`src/rtl/imem_loader_if.sv`:
```
// imem_loader_if: groups the loader byte stream and the instruction fetch bus.
//   rx_data  : loader byte              (master -> slave)
//   rx_valid : rx_data valid            (master -> slave)
//   rx_ready : loader can take a byte   (slave -> master)
//   im_abus  : fetch address            (master -> slave)
//   im_dbus  : fetched instruction byte (slave -> master)
// The loader (imem_loader) is the slave; the byte source / core side is the master.
interface imem_loader_if #(
   parameter int AW = 5
);
   logic [7:0]    rx_data;
   logic          rx_valid;
   logic          rx_ready;
   logic [AW-1:0] im_abus;
   logic [7:0]    im_dbus;

   modport master (
      output rx_data,
      output rx_valid,
      input  rx_ready,
      output im_abus,
      input  im_dbus
   );

   modport slave (
      input  rx_data,
      input  rx_valid,
      output rx_ready,
      input  im_abus,
      output im_dbus
   );
endinterface

```
`src/rtl/imem_loader.sv`:
```
// imem_loader: loadable DEPTH x 8 instruction memory with a framed byte-stream
// loader. Frame = length N, N program bytes (written to 0..N-1), then an
// 8-bit additive checksum. The core is held in reset until a frame verifies.
// Ports:
//   clk       : system clock, rising edge
//   reset     : asynchronous active-low reset
//   bus       : imem_loader_if.slave (rx_data/rx_valid/rx_ready, im_abus/im_dbus)
//   reload    : restart loading, honoured only in DONE or ERROR
//   cpu_reset : active-high reset to the core (low only in DONE)
//   load_done : a verified program is resident
//   load_err  : the last frame was rejected
module imem_loader #(
   parameter int DEPTH   = 32,
   parameter int MAX_LEN = 32
) (
   input  logic         clk,
   input  logic         reset,
   imem_loader_if.slave bus,
   input  logic         reload,
   output logic         cpu_reset,
   output logic         load_done,
   output logic         load_err
);
   localparam int AW = $clog2(DEPTH);
   localparam int LW = AW + 1;
   localparam logic [8:0] MAX_LEN_W = 9'(MAX_LEN);

   typedef enum logic [2:0] {
      S_IDLE  = 3'd0,
      S_DATA  = 3'd1,
      S_CHECK = 3'd2,
      S_DONE  = 3'd3,
      S_ERROR = 3'd4
   } state_t;

   state_t        state_q, state_d;
   logic [LW-1:0] len_q, len_d;
   logic [AW-1:0] ptr_q, ptr_d;
   logic [7:0]    sum_q, sum_d;
   logic          rx_ready_q, rx_ready_d;
   logic          cpu_reset_q, cpu_reset_d;
   logic          load_done_q, load_done_d;
   logic          load_err_q, load_err_d;
   logic          xfer_s;
   logic          mem_we_s;
   logic [7:0]    mem [DEPTH];

   // 8-bit modular checksum accumulation
   function automatic logic [7:0] csum_add(input logic [7:0] acc, input logic [7:0] b);
      return acc + b;
   endfunction

   // Next-state, pointer/checksum update and registered Moore output decode
   always_comb begin
      state_d  = state_q;
      len_d    = len_q;
      ptr_d    = ptr_q;
      sum_d    = sum_q;
      mem_we_s = 1'b0;
      xfer_s   = bus.rx_valid & rx_ready_q;
      case (state_q)
         S_IDLE: begin
            if (xfer_s) begin
               if ((bus.rx_data == 8'd0) || ({1'b0, bus.rx_data} > MAX_LEN_W)) begin
                  state_d = S_ERROR;
               end else begin
                  len_d   = bus.rx_data[LW-1:0];
                  ptr_d   = '0;
                  sum_d   = 8'd0;
                  state_d = S_DATA;
               end
            end else begin
               state_d = S_IDLE;
            end
         end
         S_DATA: begin
            if (xfer_s) begin
               mem_we_s = 1'b1;
               sum_d    = csum_add(sum_q, bus.rx_data);
               ptr_d    = ptr_q + AW'(1);
               // the byte landing on N-1 ends the payload
               if (({1'b0, ptr_q} + LW'(1)) == len_q) begin
                  state_d = S_CHECK;
               end else begin
                  state_d = S_DATA;
               end
            end else begin
               state_d = S_DATA;
            end
         end
         S_CHECK: begin
            if (xfer_s) begin
               if (bus.rx_data == sum_q) begin
                  state_d = S_DONE;
               end else begin
                  state_d = S_ERROR;
               end
            end else begin
               state_d = S_CHECK;
            end
         end
         S_DONE, S_ERROR: begin
            // rx_ready is low here, so reload never competes with a byte
            if (reload) begin
               state_d = S_IDLE;
            end else begin
               state_d = state_q;
            end
         end
         default: begin
            state_d = S_IDLE;
         end
      endcase

      // outputs decoded from the next state so the flops match the state register
      rx_ready_d  = (state_d == S_IDLE) || (state_d == S_DATA) || (state_d == S_CHECK);
      cpu_reset_d = (state_d != S_DONE);
      load_done_d = (state_d == S_DONE);
      load_err_d  = (state_d == S_ERROR);
   end

   // Loader FSM state, counters and registered outputs
   always_ff @(posedge clk or negedge reset) begin
      if (!reset) begin
         state_q     <= S_IDLE;
         len_q       <= '0;
         ptr_q       <= '0;
         sum_q       <= 8'd0;
         rx_ready_q  <= 1'b1;
         cpu_reset_q <= 1'b1;
         load_done_q <= 1'b0;
         load_err_q  <= 1'b0;
      end else begin
         state_q     <= state_d;
         len_q       <= len_d;
         ptr_q       <= ptr_d;
         sum_q       <= sum_d;
         rx_ready_q  <= rx_ready_d;
         cpu_reset_q <= cpu_reset_d;
         load_done_q <= load_done_d;
         load_err_q  <= load_err_d;
      end
   end

   // Program array write port; contents deliberately survive reset and reload
   always_ff @(posedge clk) begin
      if (mem_we_s) begin
         mem[ptr_q] <= bus.rx_data;
      end
   end

   assign bus.im_dbus  = mem[bus.im_abus];
   assign bus.rx_ready = rx_ready_q;
   assign cpu_reset    = cpu_reset_q;
   assign load_done    = load_done_q;
   assign load_err     = load_err_q;
endmodule
```
`src/flat_wrapper.sv`:
```
// flat-port wrapper written by rule: the top's interface ports become plain ports
module imem_loader_flat 
#(
   parameter int DEPTH   = 32,
   parameter int MAX_LEN = 32
)
  (clk, reset, reload, cpu_reset, load_done, load_err, bus_rx_data, bus_rx_valid, bus_rx_ready, bus_im_abus, bus_im_dbus);
  imem_loader_if bus_i ();
  input  logic clk;
  input  logic reset;
  input  logic reload;
  output logic cpu_reset;
  output logic load_done;
  output logic load_err;
  input wire logic [$bits(bus_i.rx_data)-1:0] bus_rx_data;
  input wire logic [$bits(bus_i.rx_valid)-1:0] bus_rx_valid;
  output wire logic [$bits(bus_i.rx_ready)-1:0] bus_rx_ready;
  input wire logic [$bits(bus_i.im_abus)-1:0] bus_im_abus;
  output wire logic [$bits(bus_i.im_dbus)-1:0] bus_im_dbus;
  assign bus_i.rx_data = bus_rx_data;
  assign bus_i.rx_valid = bus_rx_valid;
  assign bus_rx_ready = bus_i.rx_ready;
  assign bus_i.im_abus = bus_im_abus;
  assign bus_im_dbus = bus_i.im_dbus;
  imem_loader #(.DEPTH(DEPTH), .MAX_LEN(MAX_LEN)) u_core (.clk(clk), .reset(reset), .bus(bus_i), .reload(reload), .cpu_reset(cpu_reset), .load_done(load_done), .load_err(load_err));
endmodule
```
`config.mk`:
```
export PLATFORM = sky130hd
export DESIGN_NAME = imem_loader_flat
export DESIGN_NICKNAME = d
export VERILOG_FILES = /design/src/rtl/imem_loader_if.sv /design/src/rtl/imem_loader.sv /design/src/flat_wrapper.sv
export SDC_FILE = /design/constraint.sdc
export NUM_CORES = 1
export LEC_CHECK = 0
export CORE_MARGIN = 3
export CORE_UTILIZATION = 55
export CTS_CLUSTER_SIZE = 25
export DETAILED_ROUTE_END_ITERATION = 8
export PLACE_DENSITY_LB_ADDON = 0.08
export SLEW_MARGIN = 40
export SYNTH_ARGS = -nofsm -noshare
export SYNTH_HDL_FRONTEND = slang
export SYNTH_SLANG_ARGS = --single-unit
```
`constraint.sdc`:
```
create_clock -name clk -period 2.9 [get_ports clk]
set_input_delay 0.58 -clock clk [delete_from_list [all_inputs] [get_ports clk]]
set_output_delay 0.58 -clock clk [all_outputs]
set_load 0.005 [all_outputs]
```
==> results of run 1 <==
[logic make-up (layout without fill, tap and decap cells)]
group	count (synthesis)	count (layout)	share of synthesized area [%]
XOR/XNOR	11	11	0.837
adder cells (fa/ha/maj)	12	12	1.37
buffers and inverters	31	180	1.29
flip-flops	282	282	72.4
multiplexers	95	95	17.2
AO/OA/AOI/OAI	46	46	2.80
AND/OR/NAND/NOR	97	97	4.05
[final timing paths]
kind | slack [ps] | startpoint | to | cells past startpoint
min in group clk | 500 | u_core.sum_q[4] | u_core.sum_q[4] | 1
worst max register to register | 660 | u_core.state_q[1] | u_core.mem[3][1] | 5
worst min register to register | 500 | u_core.sum_q[4] | u_core.sum_q[4] | 1
worst max-delay path | -100 | bus_im_abus[0] | bus_im_dbus[5] | 8
max in group asynchronous | 2160 | reset | u_core.cpu_reset | 2
worst min-delay path | 430 | reset | u_core.state_q[1] | 2
[metrics by stage]
stage	total power [uW]	TNS, ps
2_1_floorplan	5580	0
3_3_place_gp	6030	-4140
3_5_place_dp	6080	-4250
4_1_cts	9760	-795
5_1_grt	10000	-864
6_report	9680	-551
[repair_timing]
item | CTS | global route
buffers inserted | 13 | 0
resized for setup | 66 | 2
endpoints found under the setup margin | 8 | 8
gates cloned | 6 | 0
hold endpoints to repair | 0 | 0
[synth_stat cells, drive strengths merged (3+ instances only)]
library cell and count:
o21ai 13, nor3 4, a211oi 5, a21o 3, nor4 5, nand3 8
clkbuf 8, xor2 5, a21oi 3, dfrtp 24, edfxtp 256, mux2 15
nand2 19, or3 4, nor2 41, a22o 5, nor3b 3, buf 17
xnor2 6, ha 11, inv 6, mux4 80
[metal layers]
metal	part of all wire [%]	up-vias	global-route usage [%]
met1	42	3232	36.2
li1	-	2633	-
met5	0	-	0
met4	2.1	0	6.12
met2	49	215	38.8
met3	6.3	38	4.06
[state kept, by name (all words and copies together), names as in the netlist]
signal and cells:
u_core.state_q 3, u_core.mem 256, u_core.len_q 6, u_core.sum_q 8, u_core.load_done 1, u_core.ptr_q 5
u_core.cpu_reset 1, u_core.bus.rx_ready 1, u_core.load_err 1
[where the power goes]
part	internal (uW)	switching [uW]	leakage (uW)	total, uW
Sequential	4590	160	0.00263	4750
Clock	2170	1450	0.000450	3620
Combinational	674	641	0.00171	1320
Total	7430	2250	0.00479	9680
[cell type report]
cell class / count / area, um^2 / share of cell area, %
clock inverter: 18 / 181 / 1.30
sequential: 282 / 8340 / 59.9
multi-input combinational: 261 / 3050 / 21.9
inverter: 6 / 22.5 / 0.162
tap: 270 / 338 / 2.42
clock buffer: 34 / 744 / 5.34
timing repair buffer: 122 / 1260 / 9.03
==> flow_summary.json, run 1 <==
{
  "gr-total-overflow": 0,
  "synth.ff_latch_count": 282,
  "worstPathRequired_ps": 2320,
  "grt_pass1_wl_um": 40100,
  "cts_buffer_depth": 3,
  "max_freq_ghz": 0.333,
  "post-place-cells": 927,
  "nets": 730,
  "critPathKind": "in2out",
  "area_growth_syn_to_layout_pct": 21.0,
  "fp.dieW_um": 151,
  "finalCriticalPeriod_ps": 3000,
  "synth_cell_types": 54,
  "status": "finished, violations left",
  "cp_num_buf_inv": 5,
  "yosysTopAreaCellShare_pct": 66.8,
  "fillers": 1324,
  "num_vias": 6118,
  "finalSetupViolCount": 8,
  "dp_hpwl_um": 16700,
  "ios": 29,
  "final_cell_area_mm2": 0.0139,
  "postRouteAntennaNets": 0,
  "first_iter_violations": 634,
  "antenna_found_initial": 0,
  "drtPass1Iterations": 5,
  "grtUsageTotal_pct": 24.4,
  "postCtsHoldBufs": 0,
  "pwr_density_cell_mw_per_mm2": 695,
  "drive_above_1_share_pct": 33.3,
  "yosysSeqAreaShare_pct": 72.4,
  "mostFrequentLayoutCells": "edfxtp_1 (256), mux4_2 (79), buf_4 (71)",
  "finalCoreUtilization_pct": 68.2,
  "diodes": 0,
  "drc": 0,
  "via_per_inst": 6.16,
  "skew_ps": 20.7,
  "initial_utilization_pct": 56.4,
  "critPathMaxStageDelay_ps": 510,
  "critical_path.top_delay_family": "multiplexers",
  "synth.avg_cell_area_um2": 20.1,
  "tightest_slew_ps": 471,
  "ys.flop_type": "edfxtp_1",
  "period_share_pct": 104,
  "place_ws_ps": -537,
  "wl_um": 26100,
  "cp_slowest_cell": "mux4_2",
  "synth_nets": 603,
  "cts_tree": "yes",
  "hp-class": "in2async",
  "postSynthCellCount": 574,
  "die-area_mm2": 0.0227,
  "die_y_um": 151,
  "clockRootBuffer": "clkbuf_16",
  "clk_latency_ps": 530,
  "violations": "setup timing",
  "timing.final.ws_setup_ps": -104,
  "cts_sinks": 282,
  "timing.critical_path.fanout_max": 7,
  "path_cells": "buf_16, buf_12, buf_16, buf_6, mux4_2, mux4_2, mux2_4, buf_6",
  "relSlewSlack_pct": 68.2,
  "hold_violations": 0,
  "ys_warn_count": 0,
  "vdd_drop_max_v": 0.000443,
  "clk_pin_slew_ps": 60,
  "drv_cap": 0,
  "place_area_mm2": 0.0127,
  "h-tree-depth": 1,
  "synth_largest_area_cell": "edfxtp_1",
  "layout.cells.non_filler": 993,
  "layout_commonest_cell": "edfxtp_1",
  "numCtsBuffers": 28,
  "rsz0062_at_grt": "yes",
  "slew_viol_final": 0,
  "syn_area_mm2": 0.0115,
  "synthTopCellsByArea": "edfxtp_1 (67%), mux4_2 (15%), dfrtp_1 (5.2%)",
  "fin_hold_ws_ps": 426,
  "cp.arrival_ps": 2420,
  "fp-row-count": 52,
  "synth_edf_count": 256,
  "grt_pass1_vias": 6341,
  "grt_max_degree": 36,
  "core_area_mm2": 0.0204,
  "gp_congestion": 0.798,
  "endpoint_kind": "output port",
  "synthArstFlopShare_pct": 9.22,
  "startpoint_type": "input pin",
  "wl_per_cell_um": 26.3,
  "p_leak_uw": 0.00479,
  "port_buffers": 28
}
Note: power is estimated with default switching activity, not from simulation.
==> run 2: changes to the inputs <==
--- a/config.mk
+++ b/config.mk
@@ -5,8 +5,10 @@
 export SDC_FILE = /design/constraint.sdc
 export NUM_CORES = 1
 export LEC_CHECK = 0
+export ABC_CLOCK_PERIOD_IN_PS = 2900
 export CORE_MARGIN = 3
 export CORE_UTILIZATION = 55
+export CTS_CLUSTER_DIAMETER = 30
 export CTS_CLUSTER_SIZE = 25
 export DETAILED_ROUTE_END_ITERATION = 8
 export PLACE_DENSITY_LB_ADDON = 0.08
==> flow_summary.json, run 2 (synthesis results as in run 1) <==
{
  "max_freq_ghz": 0.321,
  "area_growth_syn_to_layout_pct": 28.9,
  "vdd_drop_max_v": 0.000614,
  "first_iter_violations": 600,
  "place_area_mm2": 0.0127,
  "wl_met2_um": 13800,
  "wl_met1_um": 11000,
  "layout.cells.non_filler": 1047,
  "startpoint_type": "input pin",
  "mostFrequentLayoutCells": "edfxtp_1 (256), buf_4 (82), mux4_2 (79)",
  "dp_hpwl_um": 16700,
  "cts_sinks": 282,
  "endpoint_kind": "output port",
  "clk_pin_slew_ps": 50,
  "timing.critical_path.fanout_max": 7,
  "reg_top3": "u_core.mem x256, u_core.sum_q x8, u_core.len_q x6",
  "ff2ff_path_depth": 5,
  "antenna_found_initial": 0,
  "gr-total-overflow": 0,
  "violations": "setup timing",
  "fp.dieW_um": 151,
  "h-tree-depth": 2,
  "grt_max_degree": 36,
  "place_ws_ps": -537,
  "drive_above_1_share_pct": 38.1,
  "finalCriticalPeriod_ps": 3120,
  "skew_ps": 12.6,
  "rsz0062_at_grt": "yes",
  "status": "finished, violations left",
  "tightest_slew_ps": 430,
  "p_leak_uw": 0.00521,
  "wl_per_cell_um": 26.8,
  "cts_tree": "yes",
  "numCtsBuffers": 49,
  "die_y_um": 151,
  "worstPathRequired_ps": 2320,
  "cts_buffer_depth": 3,
  "clockRootBuffer": "clkbuf_16",
  "regMostFlops": "u_core.mem",
  "nets": 770,
  "final_cell_area_mm2": 0.0148,
  "finalCoreUtilization_pct": 72.7,
  "gp_congestion": 0.798,
  "post-place-cells": 927,
  "wl_met3_um": 2430,
  "drc": 0,
  "via_per_inst": 6.17,
  "slew_viol_final": 0,
  "finalSetupViolCount": 8,
  "critPathKind": "in2out",
  "wl_um": 28100,
  "fp-row-count": 52,
  "core_area_mm2": 0.0204,
  "num_vias": 6459,
  "drv_cap": 0,
  "period_share_pct": 108,
  "grt_pass1_wl_um": 42300,
  "layout_commonest_cell": "edfxtp_1",
  "highest_layer": "met4",
  "fillers": 1230,
  "cp.arrival_ps": 2540,
  "diodes": 0,
  "initial_utilization_pct": 56.4,
  "pwr_density_cell_mw_per_mm2": 786,
  "port_buffers": 28,
  "hp-class": "in2async",
  "hold_violations": 0,
  "grt_pass1_vias": 6702,
  "p_total_uw": 11700,
  "die-area_mm2": 0.0227,
  "postRouteAntennaNets": 0,
  "relSlewSlack_pct": 70.6,
  "grtUsageTotal_pct": 26.0,
  "largest_register_ffs": 256,
  "ios": 29,
  "timing.final.ws_setup_ps": -218,
  "clk_latency_ps": 530,
  "drtPass1Iterations": 4
}
[run 2: cell count changes in the layout (fill, tap and decap cells not counted), sizes merged]
cell / before / now
buf: 103 / 122
bufinv: 4 / 6
clkinvlp: 1 / 11
clkinv: 13 / 10
inv: 6 / 9
clkbuf: 34 / 57
[run 2: power breakdown]
group | leakage (uW) | switching (uW) | total, uW | internal [uW]
clock network | 0.000743 | 1900 | 5540 | 3640
registers | 0.00263 | 164 | 4760 | 4590
logic | 0.00183 | 662 | 1370 | 703
[run 2: metrics by stage]
step	TNS (ps)	hold WS [ps]
floorplan	0	284
global placement	-4140	480
detailed placement	-4250	483
CTS	-1410	435
global route	-1780	483
finish	-1540	438
[run 2: cell type report]
type                            instances  area, um^2  share of cell area, %
Clock buffer                           57        1260                   8.46
Multi-Input combinational cell        261        3050                   20.5
Timing Repair Buffer                  141        1490                   10.1
Sequential cell                       282        8340                   56.2
Tap cell                              270         338                   2.28
Clock inverter                         30         350                   2.36
Inverter                                6        22.5                  0.152
[run 2: final timing paths]
path / slack [ps] / end / startpoint
min: 440 / u_core.sum_q[1] / reset
min reg2reg: 490 / u_core.sum_q[3] / u_core.sum_q[3]
max in group asynchronous: 2150 / u_core.bus.rx_ready / reset
min in group clk: 490 / u_core.sum_q[3] / u_core.sum_q[3]
max: -220 / bus_im_dbus[1] / bus_im_abus[0]
max reg2reg: 650 / u_core.mem[15][5] / u_core.state_q[2]
[run 2: per-layer routing]
| layer | GRT usage, % | up-vias |
|---|---|---|
| li1 | - | 2731 |
| met1 | 36.6 | 3343 |
| met2 | 41.3 | 331 |
| met3 | 5.66 | 54 |
| met4 | 8.61 | 0 |
| met5 | 0 | - |
[run 2: critical path: stages]
cell,delay [ps]
buf_16,100
buf_12,150
buf_16,140
buf_6,90
mux4_2,510
mux4_2,500
mux2_4,320
buf_6,120
[run 2: what timing repair did]
| item | 4_1_cts | 5_1_grt |
|---|---|---|
| setup buffers | 24 | 6 |
| hold buffers | 0 | 0 |
| endpoints found under the setup margin | 8 | 8 |
| resized for setup | 69 | 3 |
| cloned | 5 | 0 |
==> variant (config.mk and constraints of run 2) <==
`DEPTH` is set to 32 in 2 places; all go to 64.
--- a/src/rtl/imem_loader.sv
+++ b/src/rtl/imem_loader.sv
@@ -12,3 +12,3 @@
 module imem_loader #(
-   parameter int DEPTH   = 32,
+   parameter int DEPTH   = 64,
    parameter int MAX_LEN = 32
--- a/src/flat_wrapper.sv
+++ b/src/flat_wrapper.sv
@@ -3,3 +3,3 @@
 #(
-   parameter int DEPTH   = 32,
+   parameter int DEPTH   = 64,
    parameter int MAX_LEN = 32
Function: same outputs for any inputs over 4 cycles, from zero or initial values and one cycle with reset low; that may be too few to reach the edited logic, so the function may still have changed.
==> variant against run 2 <==
The run still ends with setup timing left. Sequential cell count increased by 2. Worst hold slack worse by 0.0093 ns. Count of clock-buffer cells in the layout increased by 2. Register-to-register slack worse by 0.03 ns. Final area is 0.75% lower. Sequential power barely moved. Synthesized area increased by 0.87%. Die area rose by 0.84%. Total power rose by 0.59%. Critical path depth is 1 lower. Wire length decreased by 3.3%. Setup slack gained 0.14 ns. Largest cell class unchanged. Highest routed layer unchanged.
==> variant: results (changes against run 2) <==
| Metric | Value |
|---|---|
| Setup TNS | `-0.380 ns (was -1.54 ns)` |
| Total Wirelength | `27.1 mm (was 28.1 mm)` |
| Routability cong. | `0.848 (was 0.798)` |
| Seq. cell area | `8390 um2 (was 8340 um2)` |
| Number of non-clock buffers in the layout | `111 (was 141)` |
| Fin nets | `743 (was 770)` |
| All-Layer GR Usage | `0.248 (was 0.260)` |
| Mux contribution to synthesized area | `0.171 (was 0.172)` |
| Net Sw Frac | `0.226 (was 0.234)` |
| Final HPWL DP | `16.9 mm (was 16.7 mm)` |
| Finished Core Util | `0.719 (was 0.727)` |
| Max Clock Skew | `0.0124 ns (was 0.0126 ns)` |
| Cell Area, Placed | `12,700 um2 (about the same)` |
| Slew HR | `0.579 (was 0.706)` |
| Syn_area_per_cell | `19.9 um2 (was 20.1 um2)` |
| Compound-Gate Fraction of Synth Area | `0.0321 (was 0.0280)` |
| Register area share after synthesis | `0.722 (was 0.724)` |
| Clk_buf instances | `59 (was 57)` |
| Filler Cell Count | `1,197 (was 1,230)` |
| Total CTS buffers | `50 (was 49)` |
| Largest net degree at the start of global routing | `34 (was 36)` |
| Violations in the final reports | `setup timing (unchanged)` |
| Syn_nets | `609 (was 603)` |
| Final Non-Filler Cells | `1,026 (was 1,047)` |
| Area of the multi-input gates | `3100 um2 (was 3050 um2)` |
| Top Registers | `u_core.mem x256, u_core.sum_q x8, u_core.len_q x7 (was u_core.mem x256, u_core.sum_q x8, u_core.len_q x6)` |
| Via count | `6,294 (was 6,459)` |
| Ranking of synthesized cells by area | `edfxtp_1 66%, mux4_2 16%, dfrtp_1 5.6% (was edfxtp_1 67%, mux4_2 15%, dfrtp_1 5.2%)` |
| Multi-input comb cells | `267 (was 261)` |
| Max FO, Critical Path | `6 (was 7)` |
| Worst EP arrival | `2.40 ns (was 2.54 ns)` |
| Flop and latch count out of synthesis | `284 (was 282)` |
| Leak | `5.19 nW (was 5.21 nW)` |
| Synth cell count leaders | `256 x edfxtp_1, 80 x mux4_2, 41 x nor2_1, 26 x dfrtp_1, 15 x mux2_2 (was 256 x edfxtp_1, 77 x mux4_2, 39 x nor2_1, 24 x dfrtp_1, 19 x nand2_1)` |
| Status | `finished, violations left (unchanged)` |
| Worst slack, placed | `-0.484 ns (was -0.537 ns)` |
| Post-route setup slack | `-0.0821 ns (was -0.218 ns)` |
| Signal buf overhead | `0.0817 (was 0.101)` |
| First-pass GRT wire length | `40.9 mm (was 42.3 mm)` |
| Inverters excl. clock | `3 (was 6)` |
| Async S/R FF share, synth | `0.0986 (was 0.0922)` |
| Yosys cell types | `51 (was 54)` |
| Fraction of layout cells with a size suffix above 1 | `0.357 (was 0.381)` |
| Final setup violation count | `8 (unchanged)` |
| DRC marker count from the first detailed-route iteration | `516 (was 600)` |
| Synthesized-area fraction occupied by adder cells | `0.0103 (was 0.0137)` |
| Number of global-route vias before repair | `6,530 (was 6,702)` |
[variant: cell count changes in the layout (fill, tap and decap cells not counted), sizes merged, moves of 4 or more]
| cell | change |
|---|---|
| clkinvlp | -5 |
| nand2 | -8 |
| a21o | +4 |
| buf | -29 |
| a21oi | +4 |
| clkinv | +5 |
[variant: critical path: stages]
cell and delay (ns):
buf_16 0.12, buf_16 0.13, buf_12 0.11, mux4_2 0.50, mux4_2 0.53, mux2_4 0.29, buf_6 0.12
[variant: final timing paths]
check                                                 start                            end  slack, ns  cells after the start
worst max register to register  u_core.ptr_q[0]$_DFFE_PN0P_    u_core.state_q[0]$_DFF_PN0_       0.62                      6
max in group asynchronous                             reset  u_core.bus.rx_ready$_DFF_PN1_       2.16                      2
min in group clk                u_core.sum_q[0]$_DFFE_PN0P_    u_core.sum_q[0]$_DFFE_PN0P_       0.51                      1
worst max-delay path                         bus_im_abus[0]                 bus_im_dbus[4]      -0.08                      7
worst min register to register  u_core.sum_q[0]$_DFFE_PN0P_    u_core.sum_q[0]$_DFFE_PN0P_       0.51                      1
worst min-delay path                                  reset     u_core.load_done$_DFF_PN0_       0.43                      2
[variant: power by group through the flow]
stage                     Clock, W  Combinational, W  Sequential (W)
after floorplan                  0          0.000779         0.00477
after global placement           0           0.00109         0.00483
after detailed placement         0           0.00113         0.00484
after CTS                  0.00583           0.00120         0.00477
after global routing       0.00605           0.00131         0.00479
final                      0.00576           0.00120         0.00477
[variant: layer usage]
metal	vias to the layer above	share of wire	global-route usage
met4	0	0.022	0.0762
met1	3294	0.40	0.349
met5	-	0	0
li1	2707	-	-
met3	42	0.073	0.0470
met2	251	0.50	0.402
[variant: what timing repair did]
action,in CTS,in global routing
resized for setup,58,2
hold buffers,0,0
setup endpoints to repair,8,8
setup buffers,7,3
cloned,5,0
